--- src/rtl/bpu_pkg.sv ---
// rtl/bpu_pkg.sv - shared constants and saturating-counter helpers for the branch predictor
//
// Purpose : indexing-mode constants plus the counter reset-value and
//           saturating step functions used by the PHT and the perf counters.
// Ports   : none (package).
package bpu_pkg;

    localparam int MODE_LOCAL  = 0;
    localparam int MODE_GSHARE = 1;

    // Weakly-not-taken encoding: 0111...1 at the given width (01 for 2 bits).
    function automatic logic [31:0] ctrResetValue(input int bits);
        return (32'd1 << (bits - 1)) - 32'd1;
    endfunction

    // One saturating step up or down at the given width.
    // A 32-bit width saturates at all-ones without overflowing the shift.
    function automatic logic [31:0] satStep(input logic [31:0] value,
                                            input logic        up,
                                            input int          bits);
        logic [31:0] maxVal;
        maxVal = (bits >= 32) ? 32'hFFFF_FFFF : ((32'd1 << bits) - 32'd1);
        if (up) begin
            return (value == maxVal) ? value : value + 32'd1;
        end
        return (value == 32'd0) ? value : value - 32'd1;
    endfunction

endpackage

--- src/rtl/sat_counter_table.sv ---
// rtl/sat_counter_table.sv - pattern history table of saturating counters
//
// Purpose : 2**INDEX_BITS saturating counters with one combinational read
//           port and one synchronous update port; synchronous active-high
//           reset puts every counter at weakly-not-taken.
// Ports   : clk, rst          clock and synchronous reset
//           readIndex         lookup index (combinational read)
//           readCounter       counter value at readIndex (pre-update value)
//           updateEn          apply a training step this edge
//           updateIndex       entry to train
//           updateTaken       1 = step up, 0 = step down
module sat_counter_table
    import bpu_pkg::*;
#(
    parameter int INDEX_BITS = 7,
    parameter int CTR_BITS   = 2
) (
    input  logic                  clk,
    input  logic                  rst,
    input  logic [INDEX_BITS-1:0] readIndex,
    output logic [CTR_BITS-1:0]   readCounter,
    input  logic                  updateEn,
    input  logic [INDEX_BITS-1:0] updateIndex,
    input  logic                  updateTaken
);

    localparam int ENTRIES = 1 << INDEX_BITS;
    localparam logic [CTR_BITS-1:0] RESET_VALUE = CTR_BITS'(ctrResetValue(CTR_BITS));

    logic [CTR_BITS-1:0] counters [ENTRIES];
    logic [CTR_BITS-1:0] nextCounter;

    assign nextCounter = CTR_BITS'(satStep(32'(counters[updateIndex]), updateTaken, CTR_BITS));

    // No bypass: a read of the entry being trained this edge sees the old value.
    assign readCounter = counters[readIndex];

    always_ff @(posedge clk) begin
        if (rst) begin
            for (int i = 0; i < ENTRIES; i++) begin
                counters[i] <= RESET_VALUE;
            end
        end else if (updateEn) begin
            counters[updateIndex] <= nextCounter;
        end
    end

endmodule

--- src/rtl/branch_predict_unit.sv ---
// rtl/branch_predict_unit.sv - two-level branch predictor (local or gshare indexing)
//
// Purpose : combinational fetch-stage prediction from pcF; non-speculative
//           retraining from the M-stage resolution bundle.
// Config  : define BPU_PERF_COUNTERS_EN to build the resolved-branch and
//           mispredict counters; otherwise both count ports read 0.
// Ports   : clk, rst                      clock, synchronous active-high reset
//           pcF                           fetch PC
//           predict_takeF                 MSB of the selected PHT counter
//           pc_hashingF                   pcF[PC_HASH_BITS+1:2]
//           PHT_indexF                    PHT index used for this prediction
//           branchM                       M-stage conditional branch, qualifies training
//           actually_takenM               resolved direction
//           predict_resultM               1 = prediction was correct
//           pc_hashingM, PHT_indexM       lookup context carried down the pipe
//           branch_countM                 resolved branch count
//           mispredict_countM             mispredict count
module branch_predict_unit
    import bpu_pkg::*;
#(
    parameter int PC_HASH_BITS   = 3,
    parameter int PHT_INDEX_BITS = 7,
    parameter int CTR_BITS       = 2,
    parameter int MODE           = MODE_LOCAL
) (
    input  logic                      clk,
    input  logic                      rst,
    input  logic [31:0]               pcF,
    output logic                      predict_takeF,
    output logic [PC_HASH_BITS-1:0]   pc_hashingF,
    output logic [PHT_INDEX_BITS-1:0] PHT_indexF,
    input  logic                      branchM,
    input  logic                      actually_takenM,
    input  logic                      predict_resultM,
    input  logic [PC_HASH_BITS-1:0]   pc_hashingM,
    input  logic [PHT_INDEX_BITS-1:0] PHT_indexM,
    output logic [31:0]               branch_countM,
    output logic [31:0]               mispredict_countM
);

    localparam int BHT_ENTRIES = 1 << PC_HASH_BITS;

    logic [PHT_INDEX_BITS-1:0] lookupIndex;
    logic [CTR_BITS-1:0]       lookupCounter;

    assign pc_hashingF   = pcF[PC_HASH_BITS+1:2];
    assign PHT_indexF    = lookupIndex;
    assign predict_takeF = lookupCounter[CTR_BITS-1];

    // Histories shift only on resolved branches, so wrong-path fetches
    // never disturb them.
    generate
        if (MODE == MODE_GSHARE) begin : gGshare
            logic [PHT_INDEX_BITS-1:0] ghr;

            always_ff @(posedge clk) begin
                if (rst) begin
                    ghr <= '0;
                end else if (branchM) begin
                    ghr <= {ghr[PHT_INDEX_BITS-2:0], actually_takenM};
                end
            end

            assign lookupIndex = ghr ^ pcF[PHT_INDEX_BITS+1:2];
        end else begin : gLocal
            logic [PHT_INDEX_BITS-1:0] bht [BHT_ENTRIES];

            always_ff @(posedge clk) begin
                if (rst) begin
                    for (int i = 0; i < BHT_ENTRIES; i++) begin
                        bht[i] <= '0;
                    end
                end else if (branchM) begin
                    bht[pc_hashingM] <= {bht[pc_hashingM][PHT_INDEX_BITS-2:0], actually_takenM};
                end
            end

            assign lookupIndex = bht[pc_hashingF];
        end
    endgenerate

    sat_counter_table #(
        .INDEX_BITS (PHT_INDEX_BITS),
        .CTR_BITS   (CTR_BITS)
    ) phtTable (
        .clk         (clk),
        .rst         (rst),
        .readIndex   (lookupIndex),
        .readCounter (lookupCounter),
        .updateEn    (branchM),
        .updateIndex (PHT_indexM),
        .updateTaken (actually_takenM)
    );

`ifdef BPU_PERF_COUNTERS_EN
    logic [31:0] branchCount;
    logic [31:0] mispredictCount;

    always_ff @(posedge clk) begin
        if (rst) begin
            branchCount     <= '0;
            mispredictCount <= '0;
        end else if (branchM) begin
            branchCount <= satStep(branchCount, 1'b1, 32);
            if (!predict_resultM) begin
                mispredictCount <= satStep(mispredictCount, 1'b1, 32);
            end
        end
    end

    assign branch_countM     = branchCount;
    assign mispredict_countM = mispredictCount;
`else
    assign branch_countM     = 32'd0;
    assign mispredict_countM = 32'd0;
`endif

    // Bits not consumed in every configuration (upper PC bits, the hash
    // carried down in gshare mode, the result flag without counters).
    logic unusedSink;
    assign unusedSink = ^{pcF, predict_resultM, pc_hashingM, lookupCounter};

endmodule

--- config.mk ---
export PLATFORM = sky130hd
export DESIGN_NAME = branch_predict_unit
export DESIGN_NICKNAME = d
export VERILOG_FILES = /design/src/rtl/bpu_pkg.sv /design/src/rtl/sat_counter_table.sv /design/src/rtl/branch_predict_unit.sv
export SDC_FILE = /design/constraint.sdc
export NUM_CORES = 1
export LEC_CHECK = 0
export ABC_CLOCK_PERIOD_IN_PS = 3200
export BUFFER_PORTS_ARGS = -buffer_cell sky130_fd_sc_hd__buf_2
export CAP_MARGIN = 25
export CORE_ASPECT_RATIO = 0.8
export CORE_MARGIN = 3
export CORE_UTILIZATION = 55
export CTS_CLUSTER_DIAMETER = 120
export DETAILED_ROUTE_END_ITERATION = 7
export PLACE_DENSITY = 0.77
export SYNTH_ARGS = -nofsm -noshare
export SYNTH_HDL_FRONTEND = slang
export SYNTH_SLANG_ARGS = --single-unit
--- constraint.sdc ---
create_clock -name clk -period 3.2 [get_ports clk]
set_input_delay 0.48 -clock clk [delete_from_list [all_inputs] [get_ports clk]]
set_output_delay 0.48 -clock clk [all_outputs]
set_load 0.02 [all_outputs]
==> results of run 1 <==
-- through the flow --
step	std cells	TNS (ns)
final	2101	-0.638
after global routing	2100	-0.675
after CTS	2093	-0.595
after detailed placement	2029	-117.87
after global placement	2029	-113.82
after floorplan	1591	0
-- synth_stat cells, types with 5 or more instances --
cell / n
a21o_1: 40
inv_1: 9
buf_4: 74
nand3_1: 157
clkbuf_1: 84
nand2_1: 104
mux2_2: 27
nor2b_1: 14
nor3_1: 98
a221oi_1: 23
o21bai_1: 45
nor2_1: 144
buf_2: 32
nand2b_1: 61
buf_1: 5
mux4_2: 53
o21ai_0: 11
buf_6: 17
a22oi_1: 17
mux2i_1: 110
nand4_1: 10
edfxtp_1: 312
a21oi_1: 14
o221ai_1: 5
o22ai_1: 11
-- final cells by class --
| type | instances | area share, % |
|---|---|---|
| clock buffers | 43 | 4.30 |
| flip-flops and latches | 312 | 45.6 |
| well taps | 413 | 2.51 |
| diodes | 1 | 0.0122 |
| multi-input cells | 1055 | 36.0 |
| repair buffers | 252 | 10.7 |
| clock inverters | 13 | 0.633 |
| inverters | 12 | 0.219 |
-- cell families (layout without fill, tap and decap cells) --
kind of cell	Yosys count	after routing	synth area share (%)
buffers and inverters	224	320	7.30
adder cells (fa/ha/maj)	2	2	0.121
other	1	65	0.0213
flip-flops	312	312	53.2
multiplexers	191	191	14.8
AO/OA/AOI/OAI	198	198	8.44
AND/OR/NAND/NOR	600	600	16.1
-- report_power, final --
group	internal, mW	switching (mW)
Sequential	4.60	0.0696
Combinational	0.772	1.20
Clock	2.12	1.61
-- per-layer routing --
layer | vias to the layer above | routed length, um | global-route usage [%]
met5 | - | 13 | 0
met4 | 2 | 2270 | 10.9
met3 | 196 | 8340 | 8.66
met2 | 1185 | 25000 | 48.3
met1 | 6899 | 21100 | 47.1
li1 | 5902 | - | -
-- sequential cells by signal (all words and copies together), names as in the netlist --
| signal | flops |
|---|---|
| phtTable.counters | 256 |
| gLocal.bht | 56 |
-- what timing repair did --
| item | in CTS | in global routing |
|---|---|---|
| gates resized for setup | 21 | 22 |
| hold buffers | 0 | 0 |
| endpoints found under the hold margin | 0 | 0 |
| pin swaps | 6 | 10 |
| setup buffers | 7 | 6 |
| setup endpoints to repair | 2 | 28 |
| cloned | 1 | 2 |
-- worst max path at each step --
stage	endpoint	slack (ns)	cells after the start
4_1_cts	predict_takeF	-0.59	12
5_1_grt	predict_takeF	-0.67	11
3_3_place_gp	phtTable.counters[13][0]	-0.51	12
3_5_place_dp	phtTable.counters[11][0]	-0.55	11
2_1_floorplan	predict_takeF	0.08	11
6_report	predict_takeF	-0.64	12
-- worst max-delay path: stages (launching register included) --
cell	delay, ns
edfxtp_1	0.42
mux4_2	0.53
mux2i_4	0.24
buf_12	0.20
clkbuf_16	0.15
buf_4	0.10
mux2i_1	0.18
mux2i_1	0.11
o22ai_1	0.20
o21ai_2	0.12
a32oi_2	0.25
nand3_2	0.15
buf_6	0.16
-- layout by cell type (no fill, tap or decap), types with 4 or more instances in the layout --
cell / count
mux2i_1: 102
nor2b_1: 14
nand2b_1: 61
mux2i_2: 5
inv_1: 9
nand3_1: 155
buf_12: 24
conb_1: 64
clkbuf_16: 36
nand2_1: 104
nand4_1: 10
a21o_1: 40
o21ai_0: 7
nor3_1: 94
o21bai_1: 45
a221o_1: 4
o22ai_1: 10
mux4_2: 53
mux2_2: 26
a21oi_1: 13
buf_4: 198
nor2_1: 142
clkbuf_1: 9
a221oi_1: 22
a22oi_1: 14
buf_2: 23
nor3_2: 4
a22o_1: 4
edfxtp_1: 312
o221ai_1: 5
clkinv_1: 6
==> flow_summary_export.csv, run 1 <==
group,metric,value,unit
route,first_iter_violations,2331,
pwr,power_density,505,nW/um2
worst_setup_path,r2r-start,"phtTable.counters[112][0]",
route,vias,14200,
floorplan,row_count,57,
place,dpl_cell_area,19200,um2
grt,grt_pass1_wl,84.3,mm
worst_setup_path,setup.worst_path.start,"gLocal.bht[6][0]",
pwr,max-vdd-ir-drop,0.474,mV
route,wl,56.7,mm
min_path,holdCritPathClass,"input pin to register",
sta,fmax,0.261,GHz
clocking,cts_tree,"yes",
worst_setup_path,cp_max_fo,7,
worst_setup_path,startpoint_type,"register",
floorplan,chipWidth,206,um
place,post-place-ws,-0.550,ns
layout,regArea,9370,um2
clocking,numCtsBuffers,34,
sta,rsz0062_at_grt,"true",
place,hpwl,39.5,mm
logic_synthesis,ys.flop_type,"edfxtp_1",
floorplan,die-area,34200,um2
route,via_per_inst,6.75,
sta,hold_viol_final,0,
run_status,violations,"setup timing",
clocking,path_clk_slew,0.06,ns
worst_setup_path,worstSetupEndpointType,"primary output",
logic_synthesis,synth_top_area_share,53.2,%
run_status,status,"finished, violations left",
clocking,cts_buffer_depth,3,
sta,skew,0.0183,ns
route,drc,0,
clocking,clock_latency,0.53,ns
route,first_pass_iters,7,
flow_run,maxCapViolCount,0,
min_path,min-delay-start,"actually_takenM",
clocking,htreeDepth,2,
sta,worst_slack,-0.638,ns
sta,final.period_utilization,120,%
min_path,worstHoldPathCells,3,
logic_synthesis,async_flop_share,0,%
logic_synthesis,yosysSeqAreaShare,53.2,%
worst_setup_path,rr_worst_depth,9,
sta,slew_headroom,38.9,%
sta,finalCriticalPeriod,3.84,ns
logic_synthesis,yosys.area.top_type,"edfxtp_1",
logic_synthesis,yosysUniqueCellTypes,52,
min_path,min_to,"gLocal.bht[4][0]",
logic_synthesis,netlist_instances,1528,
logic_synthesis,synth_edf_count,312,
sta,slew_violations,0,
logic_synthesis,ys_warn_count,0,
place,place_congestion,1.04,
logic_synthesis,netlist_top_cells_area,"edfxtp_1 53%, mux4_2 6.8%, mux2i_1 6.3%, nand3_1 4.5%, buf_4 3.2%",
worst_setup_path,path_class,"register to primary output",
place,io_buffers,27,
sta,worstMarginPinSlew,0.891,ns
layout,fin_util,66.4,%
clocking,clock-sinks,312,
route,ant_nets,0,
route,wire_per_inst,27.0,um
grt,first_global_vias,13800,
layout,drive_gt1_share,24.7,%
sta,setup_viol,1,
logic_synthesis,synth_seq_cells,312,
layout,fillers,2321,
layout,syn_to_final_growth,16.7,%
worst_setup_path,r2r-end,"phtTable.counters[28][0]",
pwr,leakage,7.34,nW
layout,finish.net_count,1714,
pwr,p_total,10.4,mW
layout,multiInputGateArea,7400,um2
floorplan,core,31000,um2
grt,antenna_found_initial,3,
worst_setup_path,critical_path_arrival,3.36,ns
logic_synthesis,syn_area,17600,um2
floorplan,start_util,56.9,%
layout,fin_area,20500,um2
clocking,cts-root-buf,"clkbuf_16",
grt,grtUsageTotal,32.6,%
worst_setup_path,critPathRequiredTime,2.72,ns
grt,grt_max_degree,73,
worst_setup_path,regToRegSetupSlack,0.12,ns
sta,holdWs,0.561,ns
floorplan,dieHeight,166,um
logic_synthesis,avgSynthCellArea,11.5,um2
grt,grt_overflow,0,
floorplan,ios,122,
(Power assumes the default switching activity.)
==> run 2: changes to the inputs <==
- MAX_ROUTING_LAYER: default -> met4
==> run 2 against run 1 <==
The flow still finishes with violations (setup timing). First-iteration DRC count increased by 1.0%. Non-clock buffer count increased by 1. Sequential power about the same. Worst setup slack got worse by 0.049 ns. Largest cell class unchanged. Largest power group unchanged. Combinational power about the same. Total power decreased by 0.74%. Die area unchanged. Final area about the same. Global-route usage increased by 1.6 points. Register-to-register slack about the same. Count of clock-buffer cells in the layout decreased by 8.
==> flow_summary_export.csv, run 2 (synthesized netlist as in run 1, its figures left out) <==
group,metric,value,unit
run_status,status,"finished, violations left",
run_status,violations,"setup timing",
clocking,cts_buffer_depth,3,
place,hpwl,40.1,mm
floorplan,start_util,56.9,%
route,ant_nets,0,
sta,slew_violations,0,
layout,regArea,9370,um2
sta,setup_viol,1,
layout,multiInputGateArea,7320,um2
sta,final.period_utilization,121,%
sta,hold_viol_final,0,
floorplan,row_count,57,
floorplan,core,31000,um2
layout,fillers,2283,
route,first_iter_violations,2355,
layout,most-common-layout-cells,"312 x edfxtp_1, 192 x buf_4, 157 x nand3_1",
layout,final_cell_count_no_fill,2105,
sta,worstMarginPinSlew,0.864,ns
clocking,cts-root-buf,"clkbuf_16",
worst_setup_path,cp_max_fo,9,
place,io_buffers,27,
layout,syn_to_final_growth,16.6,%
layout,top_regs,"phtTable.counters x256, gLocal.bht x56",
worst_setup_path,critPathRequiredTime,2.72,ns
floorplan,die-area,34200,um2
clocking,numCtsBuffers,31,
pwr,power_density,501,nW/um2
worst_setup_path,startpoint_type,"register",
clocking,clock_latency,0.60,ns
grt,grt_max_degree,80,
layout,finish.net_count,1712,
sta,worst_slack,-0.686,ns
worst_setup_path,worstSetupEndpointType,"primary output",
grt,antenna_found_initial,2,
layout,regMostFlops,"phtTable.counters",
grt,grt_pass1_wl,85.0,mm
worst_setup_path,slowest_delay,0.51,ns
grt,first_global_vias,13600,
sta,fmax,0.257,GHz
worst_setup_path,path_class,"register to primary output",
route,via_per_inst,6.66,
flow_run,maxCapViolCount,0,
pwr,leakage,7.36,nW
route,first_pass_iters,6,
route,drc,0,
route,wire_per_inst,27.1,um
place,place_congestion,1.03,
min_path,holdCritPathClass,"input pin to register",
clocking,clock-sinks,312,
sta,slew_headroom,40.8,%
layout,layout_commonest_cell,"edfxtp_1",
route,vias,14000,
clocking,postCtsHoldBufs,0,
layout,drive_gt1_share,24.1,%
clocking,htreeDepth,1,
place,dp.cells,2040,
grt,grtUsageTotal,34.2,%
floorplan,dieHeight,166,um
pwr,max-vdd-ir-drop,0.372,mV
clocking,cts_tree,"yes",
worst_setup_path,critical_path_arrival,3.41,ns
sta,finalCriticalPeriod,3.89,ns
route,wl,57.0,mm
grt,grt_overflow,0,
clocking,path_clk_slew,0.06,ns
floorplan,chipWidth,206,um
worst_setup_path,cp_slowest_cell,"mux4_2",
worst_setup_path,worstPathCellList,"mux4_2 -> mux2i_4 -> buf_12 -> buf_12 -> buf_4 -> mux2i_1 -> mux2i_1 -> o22ai_1 -> o21ai_0 -> a32oi_1 -> nand3_1 -> buf_6",
sta,rsz0062_at_grt,"true",
sta,skew,0.0295,ns
layout,largest_reg_flops,256,
place,post-place-ws,-0.676,ns
floorplan,ios,122,
layout,fin_util,66.4,%
==> run 2: layer usage <==
layer | vias to the layer above | wire length (um) | global-route usage (%) | part of all wire [%]
li1 | 5902 | - | - | -
met1 | 6862 | 21300 | 47.0 | 37
met2 | 1077 | 25300 | 48.7 | 44
met3 | 173 | 8570 | 12.0 | 15
met4 | 0 | 1900 | 9.62 | 3.3
met5 | - | 0 | - | 0
==> run 2: final timing paths <==
check / depth (start not counted) / slack [ns] / startpoint / to
setup / recovery: 12 / -0.69 / gLocal.bht[5][0] / predict_takeF
hold / removal: 3 / 0.51 / actually_takenM / gLocal.bht[2][0]
setup reg to reg: 9 / 0.11 / phtTable.counters[55][0] / phtTable.counters[100][0]
hold reg to reg: 4 / 1.01 / gLocal.bht[3][5] / gLocal.bht[6][6]
==> run 2: cell type report <==
type | instances | share of cell area, %
sequential | 312 | 45.6
multi-input combinational | 1055 | 35.6
timing repair buffer | 253 | 11.1
clock buffer | 35 | 3.85
tap | 413 | 2.52
clock inverter | 23 | 1.02
inverter | 12 | 0.219
antenna | 2 | 0.0244
==> run 2: timing repair <==
item,CTS,global route
cloned,0,1
pin swaps,4,9
setup buffers,2,2
gates resized for setup,10,17
setup endpoints to repair,136,257
==> run 2: critical path: cells and delay by family, from the launching register on <==
kind                   cells  cell delay [ns]
muxes                      4             0.91
buffers and inverters      4             0.57
DFF                        1             0.43
AOI/OAI and AO/OA          3             0.71
and+or+nand+nor            1             0.18
==> run 2: report_power, final <==
part | switching, mW | internal [mW] | total (mW)
sequential | 0.0653 | 4.60 | 4.67
combinational | 1.19 | 0.771 | 1.96
clock | 1.59 | 2.09 | 3.67
==> run 2: stage by stage <==
step,setup TNS [ns],area (um2),total power [mW],hold WS [ns]
finish,-0.686,20500,10.3,0.512
floorplan,0,17900,5.88,0.830
CTS,-0.688,20400,10.2,0.500
detailed placement,-154.84,19400,6.58,0.977
global placement,-148.46,19400,6.55,0.961
global route,-0.783,20500,10.6,0.506
==> run 3: changes to the inputs <==
- ABC_AREA: default -> 1
- PLACE_DENSITY: 0.77 -> 0.76
==> run 3 against run 2 <==
The run ends with DRC left. Via count up 17%. First-iteration DRC count increased by 14%. Sequential power about the same. Final area down 1.0%. Sequential share of layout area rose by 0.46 points. Cell count grew 30%. Worst setup slack better by 0.75 ns. Clock power up 6.3%. Core utilization fell by 2.5 points. Count of clock-buffer cells in the layout is 11 higher. Non-clock buffer count shrank 122. Critical path type unchanged. Largest cell class unchanged.
==> flow_summary_export.csv, run 3 <==
group,metric,value,unit
run_status,status,"finished, violations left",
run_status,violations,"DRC",
clocking,clock_latency,0.54,ns
layout,top_regs,"phtTable.counters x256, gLocal.bht x56",
pwr,leakage,7.88,nW
sta,skew,0.0176,ns
sta,worstMarginPinSlew,1.01,ns
logic_synthesis,netlist_top_cells_area,"edfxtp_1 52%, nand2_1 9.3%, nand3_1 8.6%, nor2_1 8.5%, inv_1 7.1%",
layout,layout_commonest_cell,"nand2_1",
grt,grtUsageTotal,33.0,%
worst_setup_path,cp_max_fo,6,
worst_setup_path,cp_slowest_cell,"edfxtp_1",
route,drc,1,
place,io_buffers,27,
clocking,cts-root-buf,"clkbuf_16",
layout,regMostFlops,"phtTable.counters",
grt,use_met2,47.3,%
logic_synthesis,yosys.area.top_type,"edfxtp_1",
worst_setup_path,slowest_delay,0.42,ns
sta,slew_headroom,32.4,%
route,first_pass_iters,8,
sta,finalCriticalPeriod,3.14,ns
layout,drive_gt1_share,9.90,%
grt,use_met3,6.41,%
layout,largest_reg_flops,256,
flow_run,maxCapViolCount,0,
grt,first_global_vias,15200,
clocking,clock-sinks,312,
layout,syn_to_final_growth,12.9,%
clocking,postCtsHoldBufs,0,
clocking,path_clk_slew,0.06,ns
logic_synthesis,async_flop_share,0,%
logic_synthesis,netlist_instances,2267,
floorplan,ios,122,
grt,grt_pass1_wl,86.4,mm
min_path,holdCritPathClass,"input pin to register",
floorplan,dieHeight,168,um
worst_setup_path,worstSetupEndpointType,"primary output",
clocking,htreeDepth,2,
grt,top_usage_layer,"met2",
worst_setup_path,startpoint_type,"register",
layout,most-common-layout-cells,"441 x nand2_1, 406 x nor2_1, 338 x inv_1",
sta,hold_viol_final,0,
route,ant_nets,0,
grt,antenna_found_initial,0,
sta,slew_violations,0,
route,wire_per_inst,21.3,um
sta,setup_viol,0,
pwr,max-vdd-ir-drop,0.444,mV
layout,finish.net_count,2348,
logic_synthesis,avgSynthCellArea,7.94,um2
route,wl,58.3,mm
grt,met1_usage,46.4,%
floorplan,row_count,58,
route,via_per_inst,6.00,
worst_setup_path,worstPathCellList,"inv_1 -> nand2_1 -> nand3_2 -> nand3_4 -> nand2_8 -> clkbuf_16 -> buf_16 -> nand2_1 -> nand3_1 -> nand3_1 -> nand3_1 -> nand3_2 -> nand3_1 -> nand2_1 -> nand2_1 -> nand2_2 -> buf_6",
layout,antennaDiodeCount,0,
worst_setup_path,critPathRequiredTime,2.72,ns
logic_synthesis,synth_seq_cells,312,
logic_synthesis,ys_warn_count,0,
logic_synthesis,synth_edf_count,312,
sta,fmax,0.319,GHz
logic_synthesis,synth_top_area_share,52.0,%
floorplan,die-area,35000,um2
logic_synthesis,ys.flop_type,"edfxtp_1",
clocking,numCtsBuffers,35,
worst_setup_path,critical_path_arrival,2.66,ns
route,first_iter_violations,2689,
clocking,cts_tree,"yes",
logic_synthesis,yosysMostFrequentCell,"nand2_1",
clocking,cts_buffer_depth,3,
floorplan,start_util,56.5,%
layout,fin_util,63.8,%
place,hpwl,37.4,mm
logic_synthesis,yosys-top-cells-count,"448 x nand2_1, 406 x nor2_1, 343 x inv_1",
worst_setup_path,path_class,"register to primary output",
sta,final.period_utilization,98.0,%
place,place_congestion,0.984,
floorplan,core,31900,um2
pwr,power_density,512,nW/um2
floorplan,chipWidth,208,um
logic_synthesis,yosysSeqAreaShare,52.0,%
sta,holdWs,0.600,ns
logic_synthesis,syn_area,18000,um2
grt,grt_overflow,0,
logic_synthesis,yosysUniqueCellTypes,28,
route,vias,16500,
grt,grt_max_degree,137,
## run 3: changes by cell type after synthesis, moves of 25 or more
cell	before	now
clkbuf_1	84	48
nor2_1	144	406
nand3_1	157	309
mux2_2	27	0
inv_1	9	343
a21o_1	40	0
o22ai_1	11	36
nand2b_1	61	0
mux4_2	53	0
mux2i_1	110	1
o21bai_1	45	0
nor3_1	98	3
nand2_1	104	448
o21ai_0	11	76
## run 3: layout make-up
| type | instances | area, um2 |
|---|---|---|
| fillers | 2655 | 11500 |
| well taps | 420 | 526 |
| inverters | 358 | 1350 |
| multi-input cells | 1463 | 6650 |
| flip-flops and latches | 312 | 9370 |
| clock buffers | 46 | 917 |
| clock inverters | 14 | 148 |
| repair buffers | 131 | 1380 |
## run 3: routing by layer
| layer | part of all wire (%) | up-vias |
|---|---|---|
| li1 | - | 7274 |
| met1 | 38 | 7629 |
| met2 | 43 | 1319 |
| met3 | 15 | 243 |
| met4 | 4.7 | 0 |
| met5 | 0 | - |
## run 3: repair_timing
action / in CTS / in global routing
gates resized for setup: 5 / 50
buffers inserted: 1 / 3
cloned: 0 / 6
endpoints found under the setup margin: 1 / 1
pin swaps: 2 / 10
## run 3: power by group
| group | leakage [nW] | internal (mW) | switching, mW |
|---|---|---|---|
| Sequential | 2.87 | 4.60 | 0.0479 |
| Combinational | 4.49 | 0.555 | 1.32 |
| Clock | 0.513 | 2.26 | 1.64 |
| Total | 7.88 | 7.41 | 3.00 |
## run 3: path summary, 6_finish.rpt
check	start	endpoint	slack, ns	cells after the start
worst max-delay path	gLocal.bht[2][0]	predict_takeF	0.06	17
worst min-delay path	actually_takenM	phtTable.counters[117][0]	0.60	4
worst max register to register	phtTable.counters[19][1]	phtTable.counters[66][1]	0.59	15
worst min register to register	gLocal.bht[4][1]	gLocal.bht[4][2]	0.90	4
## run 3: logic make-up after synthesis
family | count (synthesis) | share of synthesized area (%)
AO/OA/AOI/OAI | 189 | 6.04
AND/OR/NAND/NOR | 1209 | 28.2
buffers and inverters | 555 | 13.7
multiplexers | 1 | 0.0556
other | 1 | 0.0208
flip-flops | 312 | 52.0
## run 3: through the flow
stage               std cells  worst slack, ns  cell area, um2  power [mW]  setup TNS, ns
finish                   2744           0.0634           20300        10.4              0
global route             2744          -0.0207           20300        10.7        -0.0207
CTS                      2735          0.00752           19900        10.2              0
detailed placement       2674          -0.0916           18900        6.40          -6.49
global placement         2674          -0.0218           18900        6.37         -0.859
floorplan                2330            0.282           18200        5.79              0
## run 3: critical path, delay by kind of cell, from the launching register on
kind	cells	cell delay (ns)
and+or+nand+nor	13	1.20
buffers and inverters	4	0.51
DFF	1	0.42
